`src/rtl/multdiv_issue.sv`:
```
// multdiv_issue: pipeline-side initiator for the multicycle multiply/divide
// units. It latches one request and holds the operands stable. It clears and
// starts the selected unit, stalls the pipeline while the unit iterates, and
// captures the unit's result or a watchdog timeout. The outcome is then
// presented as a one-cycle writeback.
module multdiv_issue #(
    parameter int MAX_CYCLES = 40,
    parameter int CNT_W      = 6
) (
    input  logic        clk,
    input  logic        rst,
    input  logic        ctrl_MULT,
    input  logic        ctrl_DIV,
    input  logic [31:0] req_operandA,
    input  logic [31:0] req_operandB,
    input  logic [4:0]  req_tag,
    input  logic        flush,
    output logic [31:0] unit_operandA,
    output logic [31:0] unit_operandB,
    output logic        unit_sel_div,
    output logic        unit_clear,
    input  logic [31:0] unit_result,
    input  logic        unit_resultRDY,
    input  logic        unit_exception,
    output logic        stall,
    output logic        wb_valid,
    output logic [31:0] wb_data,
    output logic [4:0]  wb_tag,
    output logic        wb_exception,
    output logic        wb_timeout
);

    typedef enum logic [1:0] {
        S_IDLE  = 2'd0,
        S_CLEAR = 2'd1,
        S_WAIT  = 2'd2,
        S_DONE  = 2'd3
    } state_t;

    // Last WAIT count before the watchdog declares the unit hung.
    localparam logic [CNT_W-1:0] WDOG_LAST = CNT_W'(MAX_CYCLES - 1);

    state_t           state;
    state_t           state_nxt;
    logic [CNT_W-1:0] wdog_cnt;
    logic [4:0]       tag_q;
    logic             req_ok;
    logic             req_take;
    logic             rdy_take;
    logic             tmo_take;

    // A request counts only when it is not being flushed in the same cycle.
    assign req_ok = (ctrl_MULT | ctrl_DIV) & ~flush;

    // The unit is held cleared during reset as well as in the CLEAR state.
    assign unit_clear = ~rst | (state == S_CLEAR);

    // Next-state logic and the single-cycle latch/capture strobes.
    always_comb begin
        state_nxt = state;
        req_take  = 1'b0;
        rdy_take  = 1'b0;
        tmo_take  = 1'b0;
        case (state)
            S_IDLE: begin
                if (req_ok) begin
                    req_take  = 1'b1;
                    state_nxt = S_CLEAR;
                end
            end
            S_CLEAR: begin
                // RDY from the unit here is stale and is deliberately ignored.
                state_nxt = flush ? S_IDLE : S_WAIT;
            end
            S_WAIT: begin
                if (flush) begin
                    state_nxt = S_IDLE;
                end else if (unit_resultRDY) begin
                    rdy_take  = 1'b1;
                    state_nxt = S_DONE;
                end else if (wdog_cnt == WDOG_LAST) begin
                    tmo_take  = 1'b1;
                    state_nxt = S_DONE;
                end
            end
            S_DONE: begin
                // Writeback is already committed; flush only blocks a new request.
                if (req_ok) begin
                    req_take  = 1'b1;
                    state_nxt = S_CLEAR;
                end else begin
                    state_nxt = S_IDLE;
                end
            end
            default: state_nxt = S_IDLE;
        endcase
    end

    // Control: state, registered stall/writeback strobe and the watchdog counter.
    always_ff @(posedge clk) begin
        if (!rst) begin
            state    <= S_IDLE;
            stall    <= 1'b0;
            wb_valid <= 1'b0;
            wdog_cnt <= '0;
        end else begin
            state    <= state_nxt;
            stall    <= (state_nxt == S_CLEAR) || (state_nxt == S_WAIT);
            wb_valid <= (state_nxt == S_DONE);
            if (state == S_CLEAR) begin
                wdog_cnt <= '0;
            end else if (state == S_WAIT) begin
                wdog_cnt <= wdog_cnt + CNT_W'(1);
            end
        end
    end

    // Data: the operand/tag latch on request, and the result capture on completion.
    always_ff @(posedge clk) begin
        if (!rst) begin
            unit_operandA <= '0;
            unit_operandB <= '0;
            unit_sel_div  <= 1'b0;
            tag_q         <= '0;
            wb_data       <= '0;
            wb_tag        <= '0;
            wb_exception  <= 1'b0;
            wb_timeout    <= 1'b0;
        end else begin
            if (req_take) begin
                unit_operandA <= req_operandA;
                unit_operandB <= req_operandB;
                unit_sel_div  <= ctrl_DIV;
                tag_q         <= req_tag;
            end
            if (rdy_take) begin
                wb_data      <= unit_result;
                wb_tag       <= tag_q;
                wb_exception <= unit_exception;
                wb_timeout   <= 1'b0;
            end else if (tmo_take) begin
                wb_data      <= '0;
                wb_tag       <= tag_q;
                wb_exception <= 1'b1;
                wb_timeout   <= 1'b1;
            end
        end
    end

endmodule

```
`config.mk`:
```
export PLATFORM = sky130hd
export DESIGN_NAME = multdiv_issue
export DESIGN_NICKNAME = d
export VERILOG_FILES = /design/src/rtl/multdiv_issue.sv
export SDC_FILE = /design/constraint.sdc
export NUM_CORES = 1
export LEC_CHECK = 0
export ABC_AREA = 0
export CORE_MARGIN = 1
export CORE_UTILIZATION = 40
export DETAILED_ROUTE_END_ITERATION = 16
export PLACE_DENSITY_LB_ADDON = 0.1
export SYNTH_ARGS = -nofsm -noshare
export SYNTH_HDL_FRONTEND = slang
export SYNTH_SLANG_ARGS = --single-unit
```
`constraint.sdc`:
```
create_clock -name clk -period 2.32 [get_ports clk]
set_clock_uncertainty 0.05 [all_clocks]
set_input_delay 0.58 -clock clk [delete_from_list [all_inputs] [get_ports clk]]
set_output_delay 0.58 -clock clk [all_outputs]
set_load 0.02 [all_outputs]
```
==> metrics <==
largest net degree at the start of global routing 71; Worst path top cell family by delay buffers and inverters; Period minus WS final 2.23 ns; total die area 14300 sq um; Synth Cell Area 5540 sq um; GRT Residual Overflow 0; Max-Cap Viols 0; initial antenna violation count 0; post-synthesis sequential area ratio 43.0%; post-DP HPWL 10100 microns; Total GRT Usage 20.9%; first-pass GRT wire length 23800 microns; Top Metal Used met4; later-pin clock latency in the skew report 0.40 ns; Synth Warn # 0; number of clock sinks 119; mean post-synth cell area 10.1 sq um; Top-Level Pins 215; Post-Syn Nets 665; Slowest cell on crit path dfxtp_1; ys async rst share 0%; type of the tightest min-delay check flop to flop; IO Port Bufs 214; worst path cell trace inv_1 -> ha_1 -> nand2b_1 -> dlygate4sd2_1; critical path launch point type flop; Die Wd 120 microns; CP Data Required Time 1.69 ns; CP max stage delay 0.40 ns; Chip Height 120 microns; Period Utilization, post-route 96.2%; Final ANT Viol Nets 0; DP Worst Slack -0.00554 ns; # H-tree levels 4; Post-Syn Instances 551; total wire length 14900 microns; Setup CP Type flop to output pin; drt wl/cell 15.9 microns; static leakage 0.00282 uW; number of synthesized flops with an enable pin 0; CTS tree yes; met2 wire len 7010 microns; footprint of the multi-input gates 2740 sq um; final setup fails 0; P&R area growth vs syn 49.1%; Core Area 13400 sq um; vias per inst 5.12; flop2flop setup slack 0.36 ns; Post-CTS Setup Bufs 0; Initial Utilization 41.4%; residual DRC count 0; unrepaired setup endpoints after global routing no; Distinct cells, synth 42; row count 42; diode count 0; flops & latches, synth 119; share of cells above drive strength 1 28.4%; run status complete, no violations; fill count 1136; worst slew pin tran 0.669 ns; worst relative slew slack 55.4%; Clock transition at path regs 0.05 ns; via count of the first global-routing pass 4766; TritonRoute pass-1 iters 4; Cell Pwr Density 670 nW/um^2; routed wl met3 1150 microns; Clock Path Buffers 2; GPL Wtd Cong 0.738; DR vias 4797; Worst Path Buf+Inv 2; peak supply drop 564 uV; number of CTS-inserted buffers 17; Nets 865; CP Data Arrival Time 1.60 ns; Final WS setup 0.0876 ns; Final Hold Viols 0; initial DRC count 232; Worst setup EP type output pin; Root Buffer Master clkbuf_16; WL met1 6530 microns; critical path peak fanout 5; Top FF cell, synth dfxtp_1; Peak Freq 0.448 GHz; Final Core Density 61.7%; Sequential cell area 2380 sq um; Slew Viols, Final 0
## worst register-to-register path, delay by kind of cell (launching register included)
kind	cells	cell delay [ns]
compound gates	2	0.47
buf+inv	2	0.62
flops	1	0.40
fa+ha+maj	1	0.34
## cell usage after synthesis, types with 2 or more instances
library cell | number | share of area, %
dfxtp_1 | 119 | 43
nand2_1 | 76 | 5.1
a21oi_2 | 70 | 11
nand3_2 | 70 | 13
o21ai_0 | 57 | 5.1
o22ai_2 | 20 | 4.5
o21ai_1 | 15 | 1.4
buf_2 | 14 | 1.3
clkbuf_1 | 14 | 0.95
o22ai_1 | 14 | 1.6
buf_12 | 9 | 3.2
buf_1 | 8 | 0.54
buf_4 | 7 | 0.95
ha_1 | 6 | 1.4
mux2i_1 | 6 | 1.1
nor2_1 | 6 | 0.41
inv_1 | 4 | 0.27
buf_6 | 3 | 0.61
nand4_1 | 3 | 0.34
xor2_1 | 3 | 0.47
a31oi_1 | 2 | 0.23
and2_1 | 2 | 0.23
inv_2 | 2 | 0.14
nand3_1 | 2 | 0.18
nor2b_1 | 2 | 0.23
## final cells by class
class,instances,share of cell area [%]
Clock buffer,24,5.83
Tap cell,176,2.66
Multi-Input combinational cell,371,33.2
Timing Repair Buffer,236,28.9
Sequential cell,119,28.8
Clock inverter,5,0.303
Inverter,6,0.318
## path summary, 6_finish.rpt
kind                                             start                       endpoint  cells after the start
worst max-delay path               state[1]$_SDFF_PN0_                     unit_clear                      4
worst min-delay path            wb_tag[0]$_SDFFE_PN0P_         wb_tag[0]$_SDFFE_PN0P_                      2
worst max register to register     state[1]$_SDFF_PN0_  unit_operandB[1]$_SDFFE_PN0P_                      5
worst min register to register  wb_tag[0]$_SDFFE_PN0P_         wb_tag[0]$_SDFFE_PN0P_                      2
## registers in the layout, indices dropped and copies added (netlist names)
register,cells
tag_q,5
unit_operandB,32
stall,1
unit_operandA,32
wb_valid,1
unit_sel_div,1
state,2
wb_exception,1
wdog_cnt,6
wb_tag,5
wb_timeout,1
wb_data,32
## power breakdown
part           total (uW)  internal [uW]  switching [uW]
Sequential           2190           2140            48.3
Combinational        1070            493             580
Clock                2280           1420             860
Total                5540           4050            1490
## timing repair
action                                  in CTS  in global routing
resized for setup                            1                  0
hold endpoints to repair                     0                  0
hold buffers                                 0                  0
endpoints found under the setup margin       1                  0
## layer usage
layer	track usage [%]	vias up
met5	0	-
met4	7.81	0
met3	7.08	14
met2	34.6	172
met1	24.9	2271
li1	-	2340
## placed cells by master, fill, tap and decap left out, types with 2 or more instances in the layout
master,instances
a21oi_2,70
a31oi_1,2
and2_1,2
buf_12,7
buf_4,15
clkbuf_1,4
clkbuf_16,17
clkbuf_8,3
clkdlybuf4s50_1,212
clkinv_2,6
dfxtp_1,119
ha_1,5
inv_1,4
mux2i_1,6
nand2_1,76
nand3_1,2
nand3_2,70
nand4_1,3
nor2_1,6
nor2b_1,2
o21ai_0,57
o21ai_1,15
o22ai_1,14
o22ai_2,20
xor2_1,3
## kinds of logic after synthesis
kind of cell | count (synthesis) | share of synthesized area, %
DFF | 119 | 43.0
xor gates and xnor gates | 4 | 0.632
AOI/OAI and AO/OA | 186 | 25.2
and+or+nand+nor | 169 | 20.8
buffers and inverters | 61 | 7.97
adders and majority gates | 6 | 1.35
muxes | 6 | 1.08
## per-stage QoR
step	total power, uW	cell area, sq um	instances	TNS, ns	hold WS (ns)
6_report	5540	8270	937	0	0.405
5_1_grt	5780	8270	937	0	0.426
4_1_cts	5600	8270	937	0	0.408
3_5_place_dp	3300	7760	908	-0.00554	0.400
3_3_place_gp	3290	7760	908	0	0.393
2_1_floorplan	2840	5540	551	0	0.385
Power figures use the tool's default switching activity.
==> patch, RTL diff (config.mk and constraints unchanged) <==
Register the output `wb_timeout` once more, without a reset; this adds one clock of latency there. The other outputs are not delayed to match.
--- a/src/rtl/multdiv_issue.sv
+++ b/src/rtl/multdiv_issue.sv
@@ -40,4 +40,6 @@
     // Last WAIT count before the watchdog declares the unit hung.
     localparam logic [CNT_W-1:0] WDOG_LAST = CNT_W'(MAX_CYCLES - 1);
+
+    logic wb_timeout_s0;
 
     state_t           state;
@@ -126,5 +128,5 @@
             wb_tag        <= '0;
             wb_exception  <= 1'b0;
-            wb_timeout    <= 1'b0;
+            wb_timeout_s0 <= 1'b0;
         end else begin
             if (req_take) begin
@@ -138,14 +140,18 @@
                 wb_tag       <= tag_q;
                 wb_exception <= unit_exception;
-                wb_timeout   <= 1'b0;
+                wb_timeout_s0 <= 1'b0;
             end else if (tmo_take) begin
                 wb_data      <= '0;
                 wb_tag       <= tag_q;
                 wb_exception <= 1'b1;
-                wb_timeout   <= 1'b1;
+                wb_timeout_s0 <= 1'b1;
             end
         end
     end
 
+    always_ff @(posedge clk) begin
+        wb_timeout <= wb_timeout_s0;
+    end
+
 endmodule
 
Behaviour: same outputs for any inputs over 4 cycles, from zero or initial values and one cycle with rst low; that may be too few to reach the edited logic, so the function may still have changed.
==> patch against the original RTL <==
Power grew 2.6%; non-clock buffer count decreased by 4; global-route usage decreased by 0.094 points; final area about the same; synthesized area increased by 0.36%; count of clock-buffer cells in the layout down 1; die area grew 0.35%; register-to-register slack improved by 0.07 ns; sequential cell count rose by 1; setup slack gained 0.043 ns; routed wire length shrank 0.89%.
==> patch: results (changes against the original RTL) <==
Met2 Wirelength 6620 um (-5.6%); hold_sp wb_timeout_s0$_SDFFE_PP0P_; reg2reg setup slack 0.43 ns (+0.07 ns); Crit Path Max Fanout 5 (unchanged); leak pwr 2.81 nW (-0.42%); Place WS 0.0317 ns (+0.0372 ns); Vias/cell 5.10 (-0.33%); post-synthesis compound-gate area fraction 0.251 (-0.000906); largest cells by area after synthesis dfxtp_1, nand3_2, a21oi_2, o21ai_0, nand2_1; first-pass GRT wire length 23500 um (-1.3%); Hold EP wb_timeout$_DFF_P_; relative slew slack 0.497 (-0.0574); Detailed Place HPWL 9510 um (-5.6%); Initial DRC Count 245 (+5.6%); adder-cell share of the synthesized area 0.0135 (-0.0000487); largest net degree at the start of global routing 81 (+14%); Final Cycle Share 0.944 (-0.0185); Critical-path top delay cell dfxtp_2; average size of a mapped cell 10.1 um^2 (+0.18%); worst hold path depth 0 (-2); Nets 862 (-0.35%); vias in the first global route 4759 (-0.15%); Seq/Total Area, Yosys 0.432 (+0.00205); metal3 WL 1160 um (+0.70%); Cells after DPL 905 (-0.33%); fraction of synthesized cell area in xor and xnor cells 0.00630 (-0.0000227); number of synthesized flops with an enable pin 0 (unchanged); met1 WL 6670 um (+2.2%); Synth top cells by count dfxtp_1, nand2_1, a21oi_2, nand3_2, o21ai_0; WL/cell 15.7 um (-0.89%); Routability Congestion 0.771 (+4.6%); r2r startpoint state[0]$_SDFF_PN0_; Comb pwr share 0.186 (-0.008); fill count 1153 (+1.5%); switching part of the total power 0.270 (+0.00104); hold crit path type reg2reg; status finished, final reports clean; Port-buffer cells 214 (unchanged); Post-synth ARST share 0 (unchanged); Max rail drop VDD 0.000422 V (-25%); GRT Overall Usage 0.208 (-0.000935); Synthesized Nets 666 (+0.15%); antenna cells 0 (unchanged)
## patch: logic make-up after synthesis
group | count (synthesis)
AO/OA/AOI/OAI | 186
AND/OR/NAND/NOR | 169
flip-flops | 120
buffers and inverters | 61
multiplexers | 6
adder cells (fa/ha/maj) | 6
XOR/XNOR | 4
## patch: metal layers
| layer | global-route usage | vias to the layer above |
|---|---|---|
| li1 | - | 2337 |
| met5 | 0 | - |
| met4 | 0.0891 | 0 |
| met3 | 0.0798 | 21 |
| met1 | 0.248 | 2257 |
| met2 | 0.330 | 166 |
## patch: metrics by stage
stage,instance area (um^2),hold slack (ns),power (W)
finish,8270,0.314,0.00568
detailed placement,7730,0.307,0.00331
global placement,7730,0.287,0.00329
CTS,8270,0.316,0.00574
global route,8270,0.313,0.00592
floorplan,5560,0.281,0.00285
## patch: layout make-up
type                       count  area share
clock inverter                 9     0.00908
sequential                   120       0.291
multi-input combinational    371       0.332
timing repair buffer         232       0.282
inverter                       6     0.00318
clock buffer                  23      0.0566
tap                          176      0.0266
## patch: power groups by stage
stage / clock (W) / sequential, W / combinational [W]
2_1_floorplan: 0 / 0.00234 / 0.000511
3_3_place_gp: 0 / 0.00224 / 0.00105
3_5_place_dp: 0 / 0.00225 / 0.00106
4_1_cts: 0.00247 / 0.00221 / 0.00106
5_1_grt: 0.00257 / 0.00222 / 0.00113
6_report: 0.00242 / 0.00220 / 0.00106
## patch: what timing repair did
item                       in CTS  in global routing
resized for setup               1                  1
cloned                          0                  0
hold endpoints to repair        0                  0
setup endpoints to repair       1                  1
